==> config.mk <==
export PLATFORM = sky130hd
export DESIGN_NAME = wb_dec_mux
export DESIGN_NICKNAME = d
export VERILOG_FILES = /design/src/rtl/wb_dec_mux_pkg.sv /design/src/rtl/wb_dec_watchdog.sv /design/src/rtl/wb_dec_mux.sv
export SDC_FILE = /design/constraint.sdc
export NUM_CORES = 1
export LEC_CHECK = 0
export ABC_AREA = 1
export BUFFER_PORTS_ARGS = -buffer_cell sky130_fd_sc_hd__buf_4
export CORE_AREA = 2 2 395 397
export DETAILED_ROUTE_END_ITERATION = 12
export DIE_AREA = 0 0 397 399
export PLACE_DENSITY = 0.35
export SKIP_CTS_REPAIR_TIMING = 1
export SLEW_MARGIN = 0
export SYNTH_ARGS = -nofsm -noshare
export SYNTH_HDL_FRONTEND = slang
export SYNTH_HIERARCHICAL = 1
export SYNTH_SLANG_ARGS = --single-unit
==> constraint.sdc <==
create_clock -name wb_clk_i -period 4.7 [get_ports wb_clk_i]
set_input_delay 0.235 -clock wb_clk_i [delete_from_list [all_inputs] [get_ports wb_clk_i]]
set_output_delay 0.235 -clock wb_clk_i [all_outputs]
set_load 0.005 [all_outputs]
==> src/rtl/wb_dec_mux_pkg.sv <==
// Shared types and constants for the Wishbone single-master decode mux.
package wb_dec_mux_pkg;

  typedef enum logic [1:0] {
    IDLE,
    ACTIVE,
    DERR,
    DRAIN
  } state_e;

  localparam logic [2:0] CTI_CLASSIC = 3'b000;
  localparam logic [2:0] CTI_INCR    = 3'b010;
  localparam logic [2:0] CTI_EOB     = 3'b111;
  localparam logic [1:0] BTE_LINEAR  = 2'b00;

  function automatic int unsigned sel_w(input int unsigned dw);
    return dw / 8;
  endfunction

  // Width of a slave index; never below one bit so a single-slave build stays legal.
  function automatic int unsigned idx_w(input int unsigned n);
    return (n > 1) ? $clog2(n) : 1;
  endfunction

endpackage

==> src/rtl/wb_dec_watchdog.sv <==
// Per-transfer stall counter: expires on the TIMEOUT_CYCLES-th consecutive stalled strobe cycle.
module wb_dec_watchdog #(
  parameter int unsigned TIMEOUT_CYCLES = 255
) (
  input  logic clk_i,
  input  logic rst_i,
  input  logic stall_i,
  input  logic clear_i,
  output logic expire_o
);

  logic [15:0] cnt_q, cnt_d;

  assign expire_o = stall_i && !clear_i && (cnt_q == 16'(TIMEOUT_CYCLES - 1));

  always_comb begin
    cnt_d = cnt_q + 16'd1;
    if (clear_i || !stall_i || expire_o) cnt_d = '0;
  end

  always_ff @(posedge clk_i or posedge rst_i) begin
    if (rst_i) cnt_q <= '0;
    else       cnt_q <= cnt_d;
  end

endmodule

==> src/rtl/wb_dec_mux.sv <==
// Single-master / N-slave Wishbone B4 decode mux with decode-miss error and stall watchdog.
// Optional error log enabled by defining WB_DEC_MUX_ERRLOG_EN.
module wb_dec_mux
  import wb_dec_mux_pkg::*;
#(
  parameter int unsigned NUM_SLAVES = 8,
  parameter int unsigned AW = 32,
  parameter int unsigned DW = 32,
  parameter logic [NUM_SLAVES*AW-1:0] MATCH_ADDR = {
    32'h0000_7000, 32'h0000_6000, 32'h0000_5000, 32'h0000_4000,
    32'h0000_3000, 32'h0000_2000, 32'h0000_1000, 32'h0000_0000},
  parameter logic [NUM_SLAVES*AW-1:0] MATCH_MASK = {8{32'hFFFF_F000}},
  parameter int unsigned TIMEOUT_CYCLES = 255
) (
  input  logic                       wb_clk_i,
  input  logic                       wb_rst_i,
  input  logic [AW-1:0]              wbm_adr_i,
  input  logic [DW-1:0]              wbm_dat_i,
  input  logic [sel_w(DW)-1:0]       wbm_sel_i,
  input  logic                       wbm_we_i,
  input  logic                       wbm_cyc_i,
  input  logic                       wbm_stb_i,
  input  logic [2:0]                 wbm_cti_i,
  input  logic [1:0]                 wbm_bte_i,
  output logic [DW-1:0]              wbm_dat_o,
  output logic                       wbm_ack_o,
  output logic                       wbm_err_o,
  output logic                       wbm_rty_o,
  output logic [NUM_SLAVES*AW-1:0]   wbs_adr_o,
  output logic [NUM_SLAVES*DW-1:0]   wbs_dat_o,
  output logic [NUM_SLAVES*sel_w(DW)-1:0] wbs_sel_o,
  output logic [NUM_SLAVES-1:0]      wbs_we_o,
  output logic [NUM_SLAVES-1:0]      wbs_cyc_o,
  output logic [NUM_SLAVES-1:0]      wbs_stb_o,
  output logic [NUM_SLAVES*3-1:0]    wbs_cti_o,
  output logic [NUM_SLAVES*2-1:0]    wbs_bte_o,
  input  logic [NUM_SLAVES*DW-1:0]   wbs_dat_i,
  input  logic [NUM_SLAVES-1:0]      wbs_ack_i,
  input  logic [NUM_SLAVES-1:0]      wbs_err_i,
  input  logic [NUM_SLAVES-1:0]      wbs_rty_i
`ifdef WB_DEC_MUX_ERRLOG_EN
  ,
  input  logic                       err_clr_i,
  output logic [AW-1:0]              err_adr_o,
  output logic [7:0]                 err_cnt_o
`endif
);

  localparam int unsigned IW = idx_w(NUM_SLAVES);

  state_e                state_q, state_d;
  logic [IW-1:0]         sel_q, sel_d, hit_idx, act_idx;
  logic [NUM_SLAVES-1:0] hit_vec;
  logic                  hit, req, drive, derr;
  logic                  slv_ack, slv_err, slv_rty, stall, wd_clear, expire;

  assign req = wbm_cyc_i && wbm_stb_i;

  always_comb begin
    hit_vec = '0;
    hit_idx = '0;
    for (int unsigned i = 0; i < NUM_SLAVES; i++)
      hit_vec[i] = (wbm_adr_i & MATCH_MASK[i*AW +: AW]) == MATCH_ADDR[i*AW +: AW];
    for (int unsigned i = NUM_SLAVES; i > 0; i--)
      if (hit_vec[i-1]) hit_idx = IW'(i - 1);
  end
  assign hit = |hit_vec;

  // Kept apart from the FSM block so the watchdog expiry does not loop back into slave selection.
  always_comb begin
    act_idx = (state_q == IDLE) ? hit_idx : sel_q;
    drive   = !wb_rst_i && (((state_q == IDLE) && req && hit) ||
                            ((state_q == ACTIVE) && wbm_cyc_i));
  end

  assign slv_ack  = wbs_ack_i[act_idx];
  assign slv_err  = wbs_err_i[act_idx];
  assign slv_rty  = wbs_rty_i[act_idx];
  assign wd_clear = !drive || !wbm_stb_i || slv_ack || slv_err || slv_rty;
  assign stall    = !wd_clear;

  wb_dec_watchdog #(.TIMEOUT_CYCLES(TIMEOUT_CYCLES)) u_watchdog (
    .clk_i   (wb_clk_i),
    .rst_i   (wb_rst_i),
    .stall_i (stall),
    .clear_i (wd_clear),
    .expire_o(expire)
  );

  always_comb begin
    state_d = state_q;
    sel_d   = sel_q;
    derr    = 1'b0;
    unique case (state_q)
      IDLE: if (req) begin
        if (hit) begin
          sel_d   = hit_idx;
          state_d = expire ? DERR : ACTIVE;
        end else begin
          state_d = DERR;
        end
      end
      ACTIVE: if (!wbm_cyc_i)  state_d = IDLE;
              else if (expire) state_d = DERR;
      DERR: begin
        derr    = wbm_cyc_i;
        state_d = wbm_cyc_i ? DRAIN : IDLE;
      end
      DRAIN: begin
        derr = req;
        if (!wbm_cyc_i) state_d = IDLE;
      end
      default: state_d = IDLE;
    endcase
  end

  always_ff @(posedge wb_clk_i or posedge wb_rst_i) begin
    if (wb_rst_i) begin
      state_q <= IDLE;
      sel_q   <= '0;
    end else begin
      state_q <= state_d;
      sel_q   <= sel_d;
    end
  end

  always_comb begin
    wbs_cyc_o = '0;
    wbs_stb_o = '0;
    if (drive) begin
      wbs_cyc_o[act_idx] = 1'b1;
      wbs_stb_o[act_idx] = wbm_stb_i;
    end
  end

  assign wbs_adr_o = {NUM_SLAVES{wbm_adr_i}};
  assign wbs_dat_o = {NUM_SLAVES{wbm_dat_i}};
  assign wbs_sel_o = {NUM_SLAVES{wbm_sel_i}};
  assign wbs_we_o  = {NUM_SLAVES{wbm_we_i}};
  assign wbs_cti_o = {NUM_SLAVES{wbm_cti_i}};
  assign wbs_bte_o = {NUM_SLAVES{wbm_bte_i}};

  assign wbm_dat_o = drive ? wbs_dat_i[act_idx*DW +: DW] : '0;
  assign wbm_ack_o = drive && slv_ack;
  assign wbm_rty_o = drive && slv_rty;
  assign wbm_err_o = !wb_rst_i && ((drive && slv_err) || derr);

`ifdef WB_DEC_MUX_ERRLOG_EN
  logic [AW-1:0] err_adr_q, err_adr_d;
  logic [7:0]    err_cnt_q, err_cnt_d;
  logic          err_ev;

  assign err_ev = ((state_q == IDLE) && req && !hit) || expire;

  always_comb begin
    err_adr_d = err_adr_q;
    err_cnt_d = err_cnt_q;
    if (err_clr_i) begin
      err_adr_d = '0;
      err_cnt_d = '0;
    end else if (err_ev) begin
      if (err_cnt_q == 8'd0)   err_adr_d = wbm_adr_i;
      if (err_cnt_q != 8'hFF)  err_cnt_d = err_cnt_q + 8'd1;
    end
  end

  always_ff @(posedge wb_clk_i or posedge wb_rst_i) begin
    if (wb_rst_i) begin
      err_adr_q <= '0;
      err_cnt_q <= '0;
    end else begin
      err_adr_q <= err_adr_d;
      err_cnt_q <= err_cnt_d;
    end
  end

  assign err_adr_o = err_adr_q;
  assign err_cnt_o = err_cnt_q;
`endif

endmodule

==> flow_metrics.tcl, run 1 <==
set metrics [dict create \
    synth_top_cell_by_area "buf_4" \
    ant_nets 0 \
    yosysTopAreaCellShare_pct 49.60 \
    dr_wl_met2_um 21420 \
    cts_max_level 1 \
    placementRows 144 \
    routed.top_layer "met5" \
    arrival_ns 3.38 \
    fp.dieW_um 397 \
    finalPower_uw 3889 \
    numCtsBuffers 3 \
    yosysSeqAreaShare_pct 5.836 \
    ys_seq_elements 21 \
    synthCells 1531 \
    via_per_inst 2.317 \
    rsz0062_at_grt "no" \
    drv_cap 0 \
    power_density_mw_per_mm2 355.2 \
    wirelength_um 48240 \
    yosys_warnings 6 \
    final.setup.tns_ns 0 \
    syn_nets 1891 \
    worstPathMaxFanout 47 \
    coreArea_sq_mm 0.1537 \
    p_leak_uw 0.004753 \
    worstSkewPairLatency_ns 0.26 \
    syn_avg_cell_area_sq_um 5.882 \
    grt_pass1_vias 8138 \
    crit_path_start_kind "register" \
    antenna_found_initial 16 \
    m1WireLength_um 18070 \
    drive_gt1_share_pct 40.76 \
    dieArea_sq_mm 0.1584 \
    grt_max_degree 67 \
    fin_area_sq_mm 0.01095 \
    fmax_mhz 276.7 \
    cts_root_buf "clkbuf_16" \
    place_hpwl_um 41490 \
    relSlewSlack_pct 45.85 \
    grt_pass1_wl_um 63150 \
    report.final.slew_viol_count 0 \
    end_kind "output pin" \
    ir_drop_mv 0.2842 \
    synth.area.top_cells "buf_4, nor2_1, nand2_1" \
    synth.cell_area_sq_mm 0.009005 \
    path_class "reg2out" \
    final_hold_viol_count 0 \
    synth_cell_types 35 \
    fin_crit_sh_pct 76.91 \
    drc 0 \
    drt_iter0_drc 345 \
    gr-total-overflow 0 \
    final_net_count 1779 \
    grt_use_total_pct 5.672 \
    ios 1001 \
    status "completed" \
    skew_ns 0.003671 \
    first_pass_iters 6 \
    fp.dieH_um 399 \
    syn_to_final_growth_pct 21.58 \
    place.gp.congestion 0.7498 \
    cts_tree "yes" \
    fin_crit_ns 3.615 \
    initial_core_util_pct 5.859 \
    worst_pin_slew_ns 0.8123 \
    vias 8035 \
    routed-wl-met3_um 7108 \
    hold_path_class "in2reg" \
    path_clk_slew_ns 0.06 \
    post_dp_cell_area_sq_mm 0.01084 \
    required_ns 4.47 \
    cts_buffer_depth 2 \
    numPortBuffers 514 \
    clock_sinks 21 \
    routedWlPerCell_um 13.91 \
    setup_violations 0 \
]
-- synthesized netlist by cell type, drive strengths merged --
cell and instances:
buf 625, nor2 345, nand2 288, o21ai 133, clkbuf 27, inv 24, nand3 23, dfrtp 21
nor3 11, a21oi 6, nand4 6, xor2 5, a21boi 3, xnor2 3, clkinv 2, ha 2
o21a 2, mux2i 1, o211ai 1, o21bai 1, o22ai 1, o2bb2ai 1
-- report_power, final --
| part | internal (uW) | switching [uW] | total [uW] |
|---|---|---|---|
| clock network | 116 | 70.5 | 186 |
| logic | 1070 | 2430 | 3500 |
| registers | 189 | 13.9 | 203 |
| total | 1380 | 2510 | 3890 |
-- worst paths after layout --
kind	startpoint	endpoint	slack (ns)	cells after the start
min reg2reg	u_watchdog/cnt_q[0]	u_watchdog/cnt_q[0]	0.50	1
max in group asynchronous	wb_rst_i	u_watchdog/cnt_q[12]	3.51	3
max	state_q[1]	wbm_dat_o[8]	1.09	12
min	wbm_cyc_i	sel_q[1]	0.30	3
min in group asynchronous	wb_rst_i	sel_q[1]	0.61	3
max reg2reg	state_q[1]	state_q[0]	1.36	20
-- layer usage --
| metal | vias to the layer above | track usage (%) |
|---|---|---|
| met5 | - | 1.332 |
| met1 | 3450 | 6.259 |
| met4 | 16 | 1.433 |
| met2 | 571 | 8.997 |
| met3 | 91 | 3.478 |
| li1 | 3907 | - |
-- flip-flops by register name, summed over array words and instances (netlist names) --
| name | count |
|---|---|
| sel_q | 3 |
| u_watchdog/cnt_q | 16 |
| state_q | 2 |
-- critical path, cell delays in order, from the launching register on --
cell and delay (ns):
dfrtp_1 0.44, o21ai_1 0.63, nand2_8 0.24, inv_6 0.37
buf_12 0.31, buf_4 0.27, nor2_1 0.06, o21ai_1 0.31
nand2_1 0.10, nand2_1 0.07, nand2_1 0.06, nor2_1 0.09
buf_4 0.12
-- logic make-up (layout without fill, tap and decap cells) --
logic type / after synthesis / count (layout) / synth area share (%)
multiplexers: 1 / 1 / 0.1112
buffers and inverters: 678 / 565 / 54.49
AND/OR/NAND/NOR: 673 / 673 / 29.96
adder cells (fa/ha/maj): 2 / 2 / 0.2778
XOR/XNOR: 8 / 8 / 0.7781
AO/OA/AOI/OAI: 148 / 148 / 8.545
other: 0 / 6 / 0
flip-flops: 21 / 21 / 5.836
-- cell usage in the layout, fill, tap and decap left out, types with 5 or more instances in the layout --
cell type  synthesis  final
a21oi_1            6      6
buf_4            595    531
dfrtp_1           21     21
diode_2            0      6
inv_1             20     19
nand2_1          278    278
nand2_2            7      6
nand3_1           21     21
nand4_1            5      5
nor2_1           328    328
nor2_2            16     16
nor3_1             9      9
o21ai_0           34     34
o21ai_1           99     97
xor2_1             5      5
-- cell type report --
type	count	area [sq um]
diodes	6	15.01
clock buffers	4	78.83
fillers	18310	142700
inverters	26	106.4
multi-input cells	832	3608
flip-flops and latches	21	525.5
well taps	2044	2557
repair buffers	535	4056
-- through the flow --
step                hold slack (ns)  utilization, %  setup WS [ns]  instances
finish                       0.3015           7.124          1.085       3468
detailed placement           0.2331           7.056         0.9666       3457
global route                 0.3180           7.114         0.6836       3462
global placement             0.2486           7.056          1.001       3457
floorplan                   0.02935               -          2.265       1531
CTS                        -0.04396           7.107         0.8725       3461
No activity file was read; power rests on OpenSTA's default activity.
==> inputs of run 2 (changes only) <==
--- a/config.mk
+++ b/config.mk
@@ -5,11 +5,11 @@
 export SDC_FILE = /design/constraint.sdc
 export NUM_CORES = 1
 export LEC_CHECK = 0
-export ABC_AREA = 1
+export ABC_AREA = 0
 export BUFFER_PORTS_ARGS = -buffer_cell sky130_fd_sc_hd__buf_4
-export CORE_AREA = 2 2 395 397
+export CORE_AREA = 2 2 388 390
 export DETAILED_ROUTE_END_ITERATION = 12
-export DIE_AREA = 0 0 397 399
+export DIE_AREA = 0 0 390 392
 export PLACE_DENSITY = 0.35
 export SKIP_CTS_REPAIR_TIMING = 1
 export SLEW_MARGIN = 0
==> constraint.sdc (replaced) <==
create_clock -name wb_clk_i -period 3.6 [get_ports wb_clk_i]
set_input_delay 0.18 -clock wb_clk_i [delete_from_list [all_inputs] [get_ports wb_clk_i]]
set_output_delay 0.18 -clock wb_clk_i [all_outputs]
set_load 0.005 [all_outputs]
==> flow_metrics.tcl, run 2 <==
set metrics [dict create \
    synth_cell_types 51 \
    max_flop_register "u_watchdog/cnt_q" \
    syn_nets 1520 \
    routedWlPerCell_um 20.17 \
    ys.flop_type "dfrtp_1" \
    regToRegEndpoint "state_q[1]" \
    fmax_mhz 291.3 \
    yosys_warnings 6 \
    worstSkewPairLatency_ns 0.25 \
    ios 1001 \
    cts_buffer_depth 2 \
    drv_cap 0 \
    synthCells 1160 \
    crit_path_start_kind "input port" \
    required_ns 3.42 \
    report.final.slew_viol_count 0 \
    fin_crit_ns 3.432 \
    power.switching_uw 336.0 \
    clock_sinks 21 \
    grt_pass1_vias 7427 \
    coreArea_sq_mm 0.1489 \
    drive_gt1_share_pct 55.35 \
    numPortBuffers 514 \
    p_int_uw 764.3 \
    grt_max_degree 47 \
    synth_edf_count 0 \
    place_hpwl_um 55030 \
    syn_avg_cell_area_sq_um 6.932 \
    final_cell_mix "buf_4, nand2_1, nor2_1" \
    via_per_inst 2.452 \
    cts_root_buf "clkbuf_16" \
    comb_power_share_pct 56.7 \
    p_leak_uw 0.004090 \
    synthTopCellsByCount "buf_4, nand2_1, nor2_1" \
    r2r_start "state_q[1]" \
    post_dp_cell_area_sq_mm 0.01040 \
    grt_pass1_wl_um 75510 \
    yosysSeqAreaShare_pct 6.535 \
    synth_top_cell_by_area "buf_4" \
    synth_most_common_cell "buf_4" \
    worst_pin_slew_ns 0.7799 \
    dieArea_sq_mm 0.1529 \
    layout_setup_ws_ns 0.1676 \
    holdPathStages 2 \
    wirelength_um 61620 \
    arrival_ns 3.25 \
    drc 0 \
    async_flop_share_pct 100.0 \
    r2r_slack_ns 0.60 \
    path_class "in2out" \
    fp.dieW_um 390 \
    grt_use_total_pct 7.549 \
    first_pass_iters 4 \
    switching_share_pct 30.54 \
    path_clk_slew_ns 0.06 \
    hold_path_end "state_q[1]" \
    synth.area.top_cells "buf_4, dfrtp_1, nand2_1" \
    synth.cell_area_sq_mm 0.008041 \
    gr-total-overflow 0 \
    cts_tree "yes" \
    fp.dieH_um 392 \
    numCtsBuffers 3 \
    skew_ns 0.002021 \
    yosysTopAreaCellShare_pct 55.36 \
    fin_area_sq_mm 0.01054 \
    placementRows 142 \
    final_common_cell "buf_4" \
    ys_seq_elements 21 \
    pre_cts_ws_ns -0.2492 \
    drt_iter0_drc 269 \
    fin_crit_sh_pct 95.35 \
    reg2regPathDepth 11 \
    hold-worst-slack_ns 0.2197 \
    reg_top3 "u_watchdog/cnt_q x16, sel_q x3, state_q x2" \
    largest_register_ffs 16 \
    worstPathMaxFanout 23 \
    final_hold_viol_count 0 \
    cts_max_level 1 \
    p_seq_share_pct 22.0 \
    clkPwrFrac_pct 21.3 \
    utilization_pct 7.078 \
    nFillCells 17660 \
    hold_start "wbm_cyc_i" \
    status "completed" \
    ir_drop_mv 0.1437 \
    end_kind "output pin" \
    finalPower_uw 1100 \
    antenna_found_initial 52 \
    place.gp.congestion 0.8214 \
    power_density_mw_per_mm2 104.4 \
    setup_violations 0 \
    syn_to_final_growth_pct 31.06 \
    hold_path_class "in2reg" \
    vias 7491 \
    relSlewSlack_pct 47.45 \
    initial_core_util_pct 5.401 \
    final_net_count 1463 \
    ant_nets 0 \
]
[run 2: cell types whose count changed after synthesis, sizes merged, moves of 17 or more]
cell    before  now
nor2       345   68
nand2      288  135
o21ai      133   23
nand3       23   51
o221ai       0   24
inv         24    6
a21oi        6   23
[run 2: routing by layer]
layer,GRT usage [%],vias to the layer above,wire length (um)
met4,2.211,14,1940
li1,-,3201,-
met3,3.772,125,7175
met1,7.838,3388,22160
met5,0.1595,-,80
met2,13.27,763,30270
[run 2: stage by stage]
| stage | std cells | TNS (ns) |
|---|---|---|
| after floorplan | 1160 | 0 |
| after global placement | 3041 | -0.5324 |
| after detailed placement | 3041 | -0.5232 |
| after CTS | 3045 | -0.6428 |
| after global routing | 3049 | -0.003398 |
| final | 3055 | 0 |
[run 2: worst max path at each step]
stage / cells past startpoint / to / startpoint / slack [ns]
after floorplan: 12 / state_q[0] / wbm_adr_i[29] / 0.54
after global placement: 12 / wbm_dat_o[1] / wbm_adr_i[29] / -0.24
after detailed placement: 11 / wbm_dat_o[1] / wbm_adr_i[29] / -0.25
after CTS: 11 / wbm_dat_o[1] / wbm_adr_i[29] / -0.27
after global routing: 11 / wbm_dat_o[31] / wbm_adr_i[22] / -0.003
final: 12 / wbm_dat_o[18] / wbm_adr_i[22] / 0.17
[run 2: cells by family after synthesis]
logic type	count (synthesis)	synth area share, %
AOI/OAI and AO/OA	150	13.12
buffers and inverters	643	58.01
DFF	21	6.535
adders and majority gates	2	0.3111
muxes	19	2.490
xor gates and xnor gates	14	1.525
and+or+nand+nor	311	18.02
[run 2: power by group through the flow]
stage	Clock [uW]	Sequential (uW)	Combinational, uW
6_report	234	242	624
5_1_grt	257	242	670
4_1_cts	243	242	635
3_5_place_dp	0	246	632
3_3_place_gp	0	246	638
2_1_floorplan	0	245	609
[run 2: final cells by class]
| class | instances | area (sq um) | share of cell area [%] |
|---|---|---|---|
| multi-input cells | 496 | 2980 | 28.28 |
| flip-flops and latches | 21 | 525.5 | 4.986 |
| clock buffers | 4 | 78.83 | 0.7479 |
| diodes | 9 | 22.52 | 0.2137 |
| well taps | 1944 | 2432 | 23.08 |
| inverters | 6 | 22.52 | 0.2137 |
| repair buffers | 575 | 4477 | 42.48 |
[run 2: critical path: stages]
cell and delay [ns]:
buf_4 0.15, or4_4 0.56, nor4_4 0.30, buf_12 0.19, a41o_4 0.37, buf_8 0.24
nor2_1 0.06, nor2_1 0.17, o221ai_1 0.15, a211oi_1 0.48, buf_4 0.22, buf_4 0.11
